`src/rtl/fifo_ctrl_ptr.sv`:
```
// FIFO controller: occupancy FSM, wrapping RAM pointers, registered flags, synchronous flush.
// Optional sticky overflow/underflow logic is built when FIFO_CTRL_ERR_EN is defined.
module fifo_ctrl_ptr #(
    parameter int unsigned depth    = 16,
    parameter int unsigned af_level = depth - 2,
    parameter int unsigned ae_level = 2,
    localparam int unsigned AW = ($clog2(depth) > 1) ? $clog2(depth) : 1,
    localparam int unsigned CW = $clog2(depth) + 1
) (
    input  logic          clk_i,
    input  logic          rst_i,
    input  logic          flush,
    input  logic          push,
    input  logic          pop,
    input  logic          err_clr,
    output logic          wr_en,
    output logic          rd_en,
    output logic [AW-1:0] wr_addr,
    output logic [AW-1:0] rd_addr,
    output logic [CW-1:0] count,
    output logic          full,
    output logic          empty,
    output logic          almost_full,
    output logic          almost_empty,
    output logic          overflow,
    output logic          underflow
);

    typedef enum logic [1:0] {StEmpty, StPartial, StFull} state_e;

    state_e        state_q, state_d;
    logic [CW-1:0] count_q, count_d;
    logic [AW-1:0] wr_addr_q, wr_addr_d;
    logic [AW-1:0] rd_addr_q, rd_addr_d;
    logic          af_q, af_d;
    logic          ae_q, ae_d;

    always_ff @(posedge clk_i or negedge rst_i) begin
        if (!rst_i) begin
            state_q   <= StEmpty;
            count_q   <= '0;
            wr_addr_q <= '0;
            rd_addr_q <= '0;
            af_q      <= 1'b0;
            ae_q      <= 1'b1;
        end else begin
            state_q   <= state_d;
            count_q   <= count_d;
            wr_addr_q <= wr_addr_d;
            rd_addr_q <= rd_addr_d;
            af_q      <= af_d;
            ae_q      <= ae_d;
        end
    end

    // Next occupancy, pointers and flags are all derived from count_d so flags never lag count.
    always_comb begin
        count_d   = count_q;
        wr_addr_d = wr_addr_q;
        rd_addr_d = rd_addr_q;
        if (flush) begin
            count_d   = '0;
            wr_addr_d = '0;
            rd_addr_d = '0;
        end else begin
            unique case ({wr_en, rd_en})
                2'b10:   count_d = count_q + CW'(1);
                2'b01:   count_d = count_q - CW'(1);
                default: count_d = count_q;
            endcase
            if (wr_en) begin
                wr_addr_d = (wr_addr_q == AW'(depth - 1)) ? '0 : wr_addr_q + AW'(1);
            end
            if (rd_en) begin
                rd_addr_d = (rd_addr_q == AW'(depth - 1)) ? '0 : rd_addr_q + AW'(1);
            end
        end
        af_d = (count_d >= CW'(af_level));
        ae_d = (count_d <= CW'(ae_level));
    end

    always_comb begin
        if (flush || count_d == '0) begin
            state_d = StEmpty;
        end else if (count_d == CW'(depth)) begin
            state_d = StFull;
        end else begin
            state_d = StPartial;
        end
    end

    // Strobes are gated by reset so nothing reaches the RAM while held in reset.
    always_comb begin
        full  = (state_q == StFull);
        empty = (state_q == StEmpty);
        wr_en = rst_i & push & ~flush & (~full | pop);
        rd_en = rst_i & pop & ~flush & ~empty;
    end

    assign wr_addr      = wr_addr_q;
    assign rd_addr      = rd_addr_q;
    assign count        = count_q;
    assign almost_full  = af_q;
    assign almost_empty = ae_q;

`ifdef FIFO_CTRL_ERR_EN
    logic ovf_q, ovf_d;
    logic udf_q, udf_d;

    // A fresh error in the clear cycle keeps the flag set.
    always_comb begin
        ovf_d = (push & ~flush & full & ~pop) | (ovf_q & ~err_clr);
        udf_d = (pop & ~flush & empty & ~push) | (udf_q & ~err_clr);
    end

    always_ff @(posedge clk_i or negedge rst_i) begin
        if (!rst_i) begin
            ovf_q <= 1'b0;
            udf_q <= 1'b0;
        end else begin
            ovf_q <= ovf_d;
            udf_q <= udf_d;
        end
    end

    assign overflow  = ovf_q;
    assign underflow = udf_q;
`else
    logic unused_err_clr;
    assign unused_err_clr = err_clr;
    assign overflow       = 1'b0;
    assign underflow      = 1'b0;
`endif

endmodule
```
`config.mk`:
```
export PLATFORM = sky130hd
export DESIGN_NAME = fifo_ctrl_ptr
export DESIGN_NICKNAME = d
export VERILOG_FILES = /design/src/rtl/fifo_ctrl_ptr.sv
export SDC_FILE = /design/constraint.sdc
export NUM_CORES = 1
export LEC_CHECK = 0
export CAP_MARGIN = 20
export CORE_UTILIZATION = 43
export CTS_CLUSTER_SIZE = 40
export DETAILED_ROUTE_END_ITERATION = 10
export PLACE_DENSITY = 0.79
export SLEW_MARGIN = 10
export SYNTH_ARGS = -nofsm -noshare
export SYNTH_HDL_FRONTEND = slang
export SYNTH_SLANG_ARGS = --single-unit
```
`constraint.sdc`:
```
create_clock -name clk_i -period 2.8 [get_ports clk_i]
set_input_delay 0.56 -clock clk_i [delete_from_list [all_inputs] [get_ports clk_i]]
set_output_delay 0.56 -clock clk_i [all_outputs]
set_load 0.02 [all_outputs]
```
==> results of run 1 <==
metrics by stage:
| stage | std cells | cell area, sq um | setup WS, ns | setup TNS [ns] | utilization |
|---|---|---|---|---|---|
| after floorplan | 119 | 1092 | -0.05174 | -0.05174 | - |
| after global placement | 170 | 1356 | -0.4019 | -1.812 | 0.5959 |
| after detailed placement | 170 | 1356 | -0.5016 | -2.437 | 0.5959 |
| after CTS | 175 | 1414 | 0.02103 | 0 | 0.6212 |
| after global routing | 177 | 1461 | -0.03857 | -0.03857 | 0.6421 |
| final | 177 | 1461 | 0.1109 | 0 | 0.6421 |
layout make-up:
cell class | count | area, sq um | area share
multi-input combinational | 90 | 641.9 | 0.4392
sequential | 17 | 426.7 | 0.2920
timing repair buffer | 35 | 319.1 | 0.2183
tap | 28 | 35.03 | 0.02397
clock buffer | 3 | 22.52 | 0.01541
inverter | 3 | 11.26 | 0.007705
clock inverter | 1 | 5.005 | 0.003425
layer usage:
layer | up-vias | track usage
li1 | 475 | -
met1 | 459 | 0.2477
met2 | 36 | 0.3483
met3 | 3 | 0.04094
met4 | 0 | 0.08559
met5 | - | 0
worst paths after layout:
| path | startpoint | endpoint | slack, ns | cells past startpoint |
|---|---|---|---|---|
| max in group asynchronous | rst_i | almost_empty | 2.31 | 2 |
| worst max-delay path | state_q[0] | state_q[1] | 0.11 | 12 |
| min in group clk_i | wr_addr[3] | wr_addr[3] | 0.54 | 1 |
| worst max register to register | state_q[0] | state_q[1] | 0.11 | 12 |
| worst min register to register | wr_addr[3] | wr_addr[3] | 0.54 | 1 |
| worst min-delay path | rst_i | almost_full | 0.24 | 2 |
kinds of logic (layout without fill, tap and decap cells):
family	Yosys count	in the layout	synth area share
flip-flops	17	17	0.3970
AO/OA/AOI/OAI	24	24	0.1397
buffers and inverters	12	42	0.06401
XOR/XNOR	6	6	0.04889
other	1	2	0.003489
AND/OR/NAND/NOR	50	50	0.2596
adder cells (fa/ha/maj)	5	5	0.05821
multiplexers	3	3	0.02910
power by group through the flow:
| stage | clock [uW] | combinational [uW] | sequential (uW) |
|---|---|---|---|
| final | 136 | 376 | 335 |
| after floorplan | 0 | 168 | 370 |
| after global routing | 147 | 405 | 344 |
| after detailed placement | 0 | 345 | 338 |
| after global placement | 0 | 337 | 335 |
| after CTS | 139 | 358 | 335 |
state kept, by name, indices dropped and copies added (netlist names):
name          cells
count             5
wr_addr           4
almost_empty      1
almost_full       1
rd_addr           4
state_q           2
placed cells by master, fill, tap and decap left out, drive strengths merged, types with 2 or more instances in the layout:
cell type	instances
nor3	2
mux2i	2
nand4b	2
ha	5
nor2b	6
dfrtp	16
o21ai	7
nand2	13
a21oi	5
inv	3
clkdlybuf4s50	19
nand2b	5
a31oi	5
xor2	5
clkbuf	5
buf	12
nand3	2
nor2	10
dlymetal6s2s	2
conb	2
nor3b	3
what timing repair did:
item                       4_1_cts  5_1_grt
hold endpoints to repair         0        0
gates cloned                     0        0
setup buffers                    1        2
pin swaps                        4        5
hold buffers                     0        0
resized for setup                9       11
setup endpoints to repair        5        5
==> results.yml, run 1 <==
route:
  dr.first_iter.drc_count: 25
  vias: 973
  postRouteAntennaNets: 0
  wl_per_cell_um: 13.82
  top_layer: "met4"
  drc: 0
  drt_first_pass_iters: 4
  wl_mm: 2.446
  vias_per_cell: 5.497
  wl_met3_um: 136
  m1WireLength_mm: 1.055
  wl_met2_mm: 1.227
sta:
  hold_viol_final: 0
  skew_ns: 0.006272
  setup_violations: 0
  timing.fmax_mhz: 371.9
  final_max_slew_viol_count: 0
  grt_setup_unrepaired: "true"
  fin_crit_sh: 0.9604
  post-route-min-period_ns: 2.689
  fin_hold_ws_ns: 0.2394
placed_design:
  dp_hpwl_mm: 1.677
  portBuffers: 23
  place.gp.congestion: 0.7312
yosys:
  ys.flop_type: "dfrtp_1"
  yosysWarnings: 0
  synthTopCellsByCount: "dfrtp_1, nand2_1, nor2_1"
  ys_types: 39
  syn_inst: 118
  ys_seq_area_frac: 0.3970
  synth_area_leaders: "dfrtp_1, ha_1, nand2_1"
  synth_area_leader_cell: "dfrtp_1"
  synth_edf_count: 0
  syn_area_per_cell_sq_um: 9.108
  synth_area_sq_um: 1075
  yosysMostFrequentCell: "dfrtp_1"
  async_flop_share: 1.000
  yosys_register_bits: 17
  yosysTopAreaCellShare: 0.3725
critical_path:
  path_class: "reg -> reg"
  cp_max_fo: 4
  arrival_ns: 2.93
  crit_family: "compound AO/OA/AOI/OAI gates"
  cp_cell_sequence: "o311a_1 > inv_2 > ha_4 > xor2_1 > ha_2 > buf_6 > nand2b_4 > a222oi_1 > buf_4 > nand4b_1 > nand4b_4 > and3_4"
  crit_slowest_cell: "dfrtp_1"
  end_kind: "register"
  start_kind: "register"
  cpPeakStageDelay_ns: 0.42
  required_ns: 3.04
  cp_num_buf_inv: 3
power_and_ir_drop:
  p_seq_frac: 0.396
  p_sw_uw: 312.2
  power_density_nw_per_um2: 579.9
  clockPowerShare: 0.161
  p_leak_uw: 0.0006637
  p_int_uw: 535.3
  comb_power_share: 0.443
  swShare: 0.3684
  power.total_uw: 847.5
  irDropWorstVdd_uv: 526.9
global_routing:
  grt_remaining_overflow: 0
  grt_max_degree: 21
  grt_pass1_wl_mm: 3.974
  grt_usage: 0.2043
  grt_pass1_vias: 899
  antenna_found_initial: 0
finish:
  final_nets: 161
  final_layout_size_suffix_gt1_frac: 0.2081
  antenna-diode-count: 0
  n_fill_cell: 185
  syn_to_final_growth_pct: 35.97
die:
  core_sq_um: 2276
  ios: 27
  fp-row-count: 17
  die_h_um: 52.00
  start_util: 0.4722
  die_area_sq_um: 2703
  die_x_um: 52.00
min_path:
  hp-class: "in -> async"
clock_tree:
  clkLatencyLatePin_ns: 0.30
  root_buffer: "clkbuf_4"
  cts.sinks: 17
  cts-htree-levels: 1
  clockBufferDepth: 2
  cts_tree: "yes"
  cts.clk_slew.worst_paths_ns: 0.10
  cts_buffers: 3
outcome:
  outcome: "completed"
flow_run:
  cap_viol_max_count: 0
No activity file was read; power rests on OpenSTA's default activity.
==> run 2, diff against run 1 <==
--- a/config.mk
+++ b/config.mk
@@ -9,6 +9,7 @@
 export CORE_UTILIZATION = 43
 export CTS_CLUSTER_SIZE = 40
 export DETAILED_ROUTE_END_ITERATION = 10
+export GPL_TIMING_DRIVEN = 0
 export PLACE_DENSITY = 0.79
 export SLEW_MARGIN = 10
 export SYNTH_ARGS = -nofsm -noshare
==> run 2 against run 1 <==
Effect of this change:
- the flow now finishes with violations (setup timing)
- non-clock buffer count fell by 1
- count of clock-buffer cells in the layout did not move
- first-iteration DRC count fell by 24%
- die area did not move
- cell count fell by 0.56%
- register-to-register slack got worse by 0.07 ns
- wire length fell by 0.61%
- total power fell by 1.1%
- flip-flop and latch count did not move
==> results.yml, run 2 (synthesis gave the netlist of run 1 again) <==
global_routing:
  grt_max_degree: 19
  grt_remaining_overflow: 0
  grt_usage: 0.2190
  grt_pass1_wl_mm: 4.278
  antenna_found_initial: 0
  grt_pass1_vias: 940
power_and_ir_drop:
  power.total_uw: 838.1
  power_density_nw_per_um2: 583.5
  p_leak_uw: 0.0006323
  irDropWorstVdd_uv: 445.3
clock_tree:
  root_buffer: "clkbuf_4"
  cts.sinks: 17
  cts-htree-levels: 1
  cts_tree: "yes"
  cts_buffers: 3
  clockBufferDepth: 2
  cts.clk_slew.worst_paths_ns: 0.11
  clkLatencyLatePin_ns: 0.30
  postCtsHoldBufs: 0
critical_path:
  end_kind: "register"
  start_kind: "primary input"
  cp_max_fo: 18
  arrival_ns: 3.08
  cpPeakStageDelay_ns: 0.43
  path_class: "in -> reg"
  required_ns: 3.05
  crit_slowest_cell: "or4_4"
  cp_cell_sequence: "buf_6 > nor2b_2 > o311a_1 > clkbuf_8 > inv_2 > ha_2 > buf_6 > xor2_1 > ha_2 > nor4_2 > a222oi_1 > buf_4 > or4_4 > nand4b_4 > and3_1"
finish:
  fin_cells: 176
  final_nets: 160
  multi_input_area_sq_um: 614.3
  antenna-diode-count: 0
  final_layout_size_suffix_gt1_frac: 0.1892
  layout_commonest_cell: "clkdlybuf4s50_1"
  n_fill_cell: 189
  layout_common_cells: "clkdlybuf4s50_1, dfrtp_1, nand2_1, nor2_1, o21ai_0"
  regArea_sq_um: 426.7
  syn_to_final_growth_pct: 33.64
  largest_register_ffs: 5
  design_area_sq_um: 1436
sta:
  timing.fmax_mhz: 353.1
  setup_tns_ns: -0.03228
  skew_ns: 0.003325
  post-route-min-period_ns: 2.832
  hold_viol_final: 0
  setup_ws_ns: -0.03228
  final_max_slew_viol_count: 0
  setup_violations: 1
  grt_setup_unrepaired: "true"
  fin_crit_sh: 1.012
route:
  vias: 941
  wl_mm: 2.431
  drt_first_pass_iters: 4
  postRouteAntennaNets: 0
  vias_per_cell: 5.347
  drc: 0
  wl_per_cell_um: 13.81
  dr.first_iter.drc_count: 19
die:
  start_util: 0.4722
  die_area_sq_um: 2703
  core_sq_um: 2276
  die_x_um: 52.00
  die_h_um: 52.00
  fp-row-count: 17
  ios: 27
placed_design:
  dp_hpwl_mm: 1.744
  place.gp.congestion: 0.7522
  dpl_cell_area_sq_um: 1358
  dp_slack_ns: -1.342
  portBuffers: 23
  dp.cells: 170
min_path:
  hp-class: "in -> async"
outcome:
  outcome: "finished, violations left"
  violations: "setup timing"
flow_run:
  cap_viol_max_count: 0
-- run 2: cell count changes in the layout (fill, tap and decap cells not counted), moves of 2 or more --
| cell | change |
|---|---|
| clkbuf_1 | +2 |
| a21oi_1 | -2 |
| buf_4 | -6 |
| buf_6 | +2 |
| a21oi_2 | +2 |
| clkbuf_2 | -2 |
-- run 2: worst paths after layout --
path / startpoint / to / slack (ns) / cells past startpoint
max: rst_i / state_q[1] / -0.03 / 15
min: rst_i / wr_addr[1] / 0.06 / 1
max reg2reg: state_q[0] / almost_full / 0.04 / 13
min reg2reg: wr_addr[3] / wr_addr[3] / 0.54 / 1
max in group asynchronous: rst_i / almost_empty / 2.51 / 1
min in group clk_i: wr_addr[3] / wr_addr[3] / 0.54 / 1
-- run 2: cell type report --
type	count	share of cell area
Clock buffer	3	0.01568
Sequential cell	17	0.2970
Multi-Input combinational cell	90	0.4277
Clock inverter	1	0.005226
Tap cell	28	0.02439
Buffer	8	0.04443
Timing Repair Buffer	26	0.1777
Inverter	3	0.007840
-- run 2: what timing repair did --
item	CTS	global route
endpoints found under the setup margin	10	5
pin swaps	3	2
buffers inserted	3	1
gates resized for setup	12	8
-- run 2: through the flow --
| step | hold WS (ns) | utilization |
|---|---|---|
| 5_1_grt | 0.04686 | 0.6311 |
| 6_report | 0.06229 | 0.6311 |
| 4_1_cts | 0.09503 | 0.6185 |
| 2_1_floorplan | 0.2644 | - |
| 3_5_place_dp | 0.5278 | 0.5965 |
| 3_3_place_gp | 0.5024 | 0.5965 |
-- run 2: critical path: cells and delay by family --
family                     cells  cell delay, ns
and+or+nand+nor                5            1.09
buffers and inverters          5            0.61
adders and majority gates      2            0.37
AOI/OAI and AO/OA              2            0.28
xor gates and xnor gates       1            0.15
-- run 2: report_power, final --
group          switching [uW]  internal [uW]  total (uW)
clock                    84.5           54.5         139
combinational             186            182         367
sequential               40.2            292         332
total                     310            528         838
-- run 2: routing by layer --
layer  global-route usage  up-vias  routed length, um
met5                    0        -                  0
met4              0.06757        0                 13
met3              0.05848        2                107
met2               0.3953       24               1315
met1               0.2468      443                995
li1                     -      472                  -
